## config.mk

```make
export PLATFORM = sky130hd
export DESIGN_NAME = reg_writeback
export DESIGN_NICKNAME = d
export VERILOG_FILES = /design/src/rtl/reg_writeback.sv
export SDC_FILE = /design/constraint.sdc
export NUM_CORES = 1
export LEC_CHECK = 0
export BUFFER_PORTS_ARGS = -buffer_cell sky130_fd_sc_hd__buf_4
export CAP_MARGIN = 20
export CORE_UTILIZATION = 48
export CTS_CLUSTER_SIZE = 14
export DETAILED_ROUTE_END_ITERATION = 12
export PLACE_DENSITY_LB_ADDON = 0.08
export SLEW_MARGIN = 5
export SYNTH_ARGS = -nofsm -noshare
export SYNTH_HDL_FRONTEND = slang
export SYNTH_SLANG_ARGS = --single-unit
export TNS_END_PERCENT = 50
```

## constraint.sdc

```tcl
create_clock -name clk -period 3.3 [get_ports clk]
set_input_delay 0.66 -clock clk [delete_from_list [all_inputs] [get_ports clk]]
set_output_delay 0.66 -clock clk [all_outputs]
set_load 0.1 [all_outputs]
```

## src/rtl/reg_writeback.sv

```systemverilog
// Register-file write initiator: queues (rd, value) results in a small FIFO and issues them
// one at a time over the write_enable / write_done handshake, with hazard lookup on queued entries.
module reg_writeback #(
  parameter int DEPTH   = 4,
  parameter int TIMEOUT = 16
) (
  input  logic        clk,
  input  logic        reset,
  input  logic        in_valid,
  output logic        in_ready,
  input  logic [4:0]  in_rd,
  input  logic [63:0] in_value,
  output logic        write_enable,
  output logic [4:0]  write_register,
  output logic [63:0] write_value,
  input  logic        write_done,
  input  logic [4:0]  query_reg1,
  input  logic [4:0]  query_reg2,
  output logic        query_hit1,
  output logic        query_hit2,
  output logic        idle,
  output logic        timeout_err,
  output logic [31:0] writes_done_cnt
);

  localparam int AW = $clog2(DEPTH);
  localparam int WW = $clog2(TIMEOUT);
  localparam logic [AW:0]   FULL_CNT  = (AW+1)'(DEPTH);
  localparam logic [WW-1:0] WAIT_LAST = WW'(TIMEOUT - 1);

  typedef enum logic [1:0] {S_IDLE, S_ISSUE, S_WAIT} state_t;

  logic [4:0]    fifo_rd  [DEPTH];
  logic [63:0]   fifo_val [DEPTH];
  logic [AW-1:0] head, tail, off;
  logic [AW:0]   count;
  logic [WW-1:0] wait_cnt;
  state_t        state;
  logic          push, pop;

  assign in_ready = (count != FULL_CNT);
  // rd==0 is a handshake-only result: it consumes the slot offer but is never stored
  assign push     = in_valid && in_ready && (in_rd != 5'd0);
  assign pop      = (state == S_WAIT) && (write_done || wait_cnt == WAIT_LAST);
  assign idle     = (count == '0) && (state == S_IDLE);

  always_ff @(posedge clk) begin
    if (push) begin
      fifo_rd[tail]  <= in_rd;
      fifo_val[tail] <= in_value;
    end
  end

  always_ff @(posedge clk) begin
    if (reset) begin
      head  <= '0;
      tail  <= '0;
      count <= '0;
    end else begin
      if (push) tail <= tail + 1'b1;
      if (pop)  head <= head + 1'b1;
      case ({push, pop})
        2'b10:   count <= count + 1'b1;
        2'b01:   count <= count - 1'b1;
        default: count <= count;
      endcase
    end
  end

  // The head stays queued until retired, so in-flight writes still raise hazards
  always_comb begin
    query_hit1 = 1'b0;
    query_hit2 = 1'b0;
    off        = '0;
    for (int i = 0; i < DEPTH; i++) begin
      off = AW'(i) - head;
      if ({1'b0, off} < count) begin
        if (query_reg1 != 5'd0 && fifo_rd[i] == query_reg1) query_hit1 = 1'b1;
        if (query_reg2 != 5'd0 && fifo_rd[i] == query_reg2) query_hit2 = 1'b1;
      end
    end
  end

  always_ff @(posedge clk) begin
    if (reset) begin
      state           <= S_IDLE;
      write_enable    <= 1'b0;
      write_register  <= 5'd0;
      write_value     <= 64'd0;
      wait_cnt        <= '0;
      timeout_err     <= 1'b0;
      writes_done_cnt <= 32'd0;
    end else begin
      case (state)
        S_IDLE: begin
          if (count != '0) begin
            state          <= S_ISSUE;
            write_enable   <= 1'b1;
            write_register <= fifo_rd[head];
            write_value    <= fifo_val[head];
          end
        end
        S_ISSUE: begin
          state        <= S_WAIT;
          write_enable <= 1'b0;
          wait_cnt     <= '0;
        end
        S_WAIT: begin
          if (write_done) begin
            writes_done_cnt <= writes_done_cnt + 32'd1;
            state           <= S_IDLE;
          end else if (wait_cnt == WAIT_LAST) begin
            timeout_err <= 1'b1;
            state       <= S_IDLE;
          end else begin
            wait_cnt <= wait_cnt + 1'b1;
          end
        end
        default: begin
          state        <= S_IDLE;
          write_enable <= 1'b0;
        end
      endcase
    end
  end

endmodule

```

==> results.ini <==
[cells_and_area]
seq_area_um2=10600
multi_input_area_um2=4320
drive_gt1_share_pct=29.1
final_nets=1290
num_antenna_cells=0
fillers=2477
final-instance-count-excl-fill=1624
area_delta_synth_final_pct=20.7
final_core_util_pct=59.4

[clocking]
cts_max_level=2
cts_tree=built
cts_setup_buffers=0
cts_buffer_depth=3
insertion_delay_ns=0.53
cts-buffers-inserted=42
cts-root-buf=clkbuf_16
clk_pin_slew_ns=0.06
clock-sinks=392

[global_route]
grt_max_degree=72
grt_pass1_wl_um=49800
grt.overflow.total=0
antenna_found_initial=0
track_usage_pct=19.8
grt_pass1_vias=8807

[yosys]
synth_nets=1100
ys.flop_type=edfxtp_1
synth_area_per_cell_um2=15.2
yosys.cell_types.count=50
yosysTopAreaCellShare_pct=54.4
yosysSeqAreaShare_pct=69.7
synth_edf_count=276
synth-adder-area-share_pct=1.04
syn_inst=1005
yosys.area.top_type=edfxtp_1
synth-async-reset-ratio_pct=0
synth_mux_area_share_pct=10.2
ys_ff_latch=392
yosys.area_share.simple_pct=9.13
ys_top_cells_by_area=edfxtp_1, dfxtp_1, mux4_2, nand2_1, a21oi_1
synth_compound_gate_area_share_pct=3.11
yosys_warnings=0
syn_area_um2=15200
synth_top_family_by_area=multiplexers
yosys.area_share.xor_xnor_pct=4.54

[power]
power_density_nw_per_um2=696
irDropWorstVdd_v=0.000535
p_leak_uw=0.00647

[placed_design]
place_ws_ns=0.313
dp_hpwl_um=18800
port_buffers=189
dp_cells=1547
gp_congestion=0.796

[sta]
worst_slack_ns=0.150
hold_viol=0
drv_slew=0
period_needed_ns=3.15
hold_ws_ns=0.329
min_period_over_period_pct=95.5
rsz0062_at_grt=yes
clock.fmax_ghz=0.317
setup_viol=0
tightest_slew_ns=0.970
fin_worst_skew_ns=0.0233
relSlewSlack_pct=35.4
setup_tns_ns=0

[die]
fp.dieW_um=180
die_h_um=180
start_util_pct=49.3
coreArea_um2=30900
ioPinCount=190
rows=64
die_area_um2=32400

[worst_setup_path]
crit_type=flop to primary output
cp-start-kind=flop
crit_path_end_kind=primary output
cp.arrival_ns=2.49
crit_fanout=10
critical_path_required_ns=2.64

[route]
viasPerCell=5.33
routed_wl_um=31700
first_pass_iters=4
drt_iter0_markers=530
vias=8662
drc=0
wl_per_cell_um=19.5
ant_nets=0

[outcome]
status=finished, final reports clean

[flow_run]
drv_cap=0

[worst_hold_path]
min_path_type=primary input to flop

-- placed cells by master, fill, tap and decap left out, types with 5 or more instances in the layout --
| cell | count |
|---|---|
| xnor2_1 | 36 |
| a21oi_1 | 77 |
| clkinv_1 | 5 |
| dfxtp_1 | 114 |
| ha_1 | 11 |
| nor3_1 | 8 |
| nor2_1 | 55 |
| clkbuf_1 | 13 |
| nor4_1 | 7 |
| clkbuf_16 | 43 |
| inv_1 | 12 |
| buf_4 | 194 |
| clkinv_2 | 9 |
| xor2_1 | 43 |
| buf_12 | 7 |
| nand3_1 | 25 |
| nand4_1 | 12 |
| mux4_2 | 69 |
| and2_4 | 5 |
| nand2_1 | 151 |
| edfxtp_1 | 276 |
-- metrics by stage --
step	area, um^2	power (uW)
2_1_floorplan	15200	7850
3_3_place_gp	17100	8530
3_5_place_dp	17100	8560
4_1_cts	18300	13000
5_1_grt	18400	13300
6_report	18400	12800
-- timing repair --
item / CTS / global route
hold endpoints to repair: 0 / 0
hold buffers: 0 / 0
cloned: 0 / 0
resized for setup: 1 / 7
pin swaps: 0 / 1
setup endpoints to repair: 1 / 2
-- logic make-up (layout without fill, tap and decap cells) --
| group | after synthesis | in the layout |
|---|---|---|
| xor+xnor | 79 | 79 |
| buf+inv | 68 | 291 |
| compound gates | 89 | 89 |
| flops | 392 | 392 |
| mux | 69 | 69 |
| fa+ha+maj | 12 | 12 |
| simple gates | 296 | 296 |
-- path summary, 6_finish.rpt --
path | from | endpoint | slack, ns | depth (start not counted)
min reg2reg | write_value[0] | write_value[0] | 0.45 | 2
max reg2reg | head[0] | write_value[34] | 0.63 | 5
min | in_value[13] | fifo_val[1][13] | 0.33 | 1
max | head[1] | query_hit1 | 0.15 | 8
-- worst max-delay path, cell delays in order (launching register included) --
cell	delay, ns
dfxtp_4	0.44
inv_1	0.10
ha_1	0.30
a21boi_0	0.13
o21ba_2	0.24
nor4_1	0.30
nor4_1	0.10
a21oi_2	0.17
buf_12	0.19
-- where the power goes --
part	internal [uW]	switching, uW
sequential	5640	161
combinational	645	1980
clock	2550	1830
-- cell usage after synthesis, types with 10 or more instances --
cell and n:
a21oi_1 79, buf_2 15, clkbuf_1 26, dfxtp_1 116, edfxtp_1 276, ha_1 11
inv_1 12, mux4_2 69, nand2_1 152, nand3_1 25, nand4_1 12, nor2_1 55
nor4_1 10, xnor2_1 36, xor2_1 43
-- registers in the layout (all words and copies together) (netlist names) --
signal	count
state	2
head	2
timeout_err	1
fifo_rd	20
write_value	64
fifo_val	256
count	3
wait_cnt	4
writes_done_cnt	32
write_register	5
tail	2
write_enable	1
-- layout make-up --
| class | count | area share [%] |
|---|---|---|
| timing repair buffer | 202 | 8.77 |
| clock buffer | 59 | 6.35 |
| tap | 396 | 2.70 |
| multi-input combinational | 545 | 23.5 |
| sequential | 392 | 57.8 |
| clock inverter | 18 | 0.633 |
| inverter | 12 | 0.245 |
-- layer usage --
metal,track usage [%],up-vias,share of wire (%)
li1,-,4083,-
met1,25.6,4339,43
met2,34.5,198,51
met3,3.98,42,5.2
met4,4.79,0,1.5
met5,0,-,0
(Power assumes the default switching activity.)
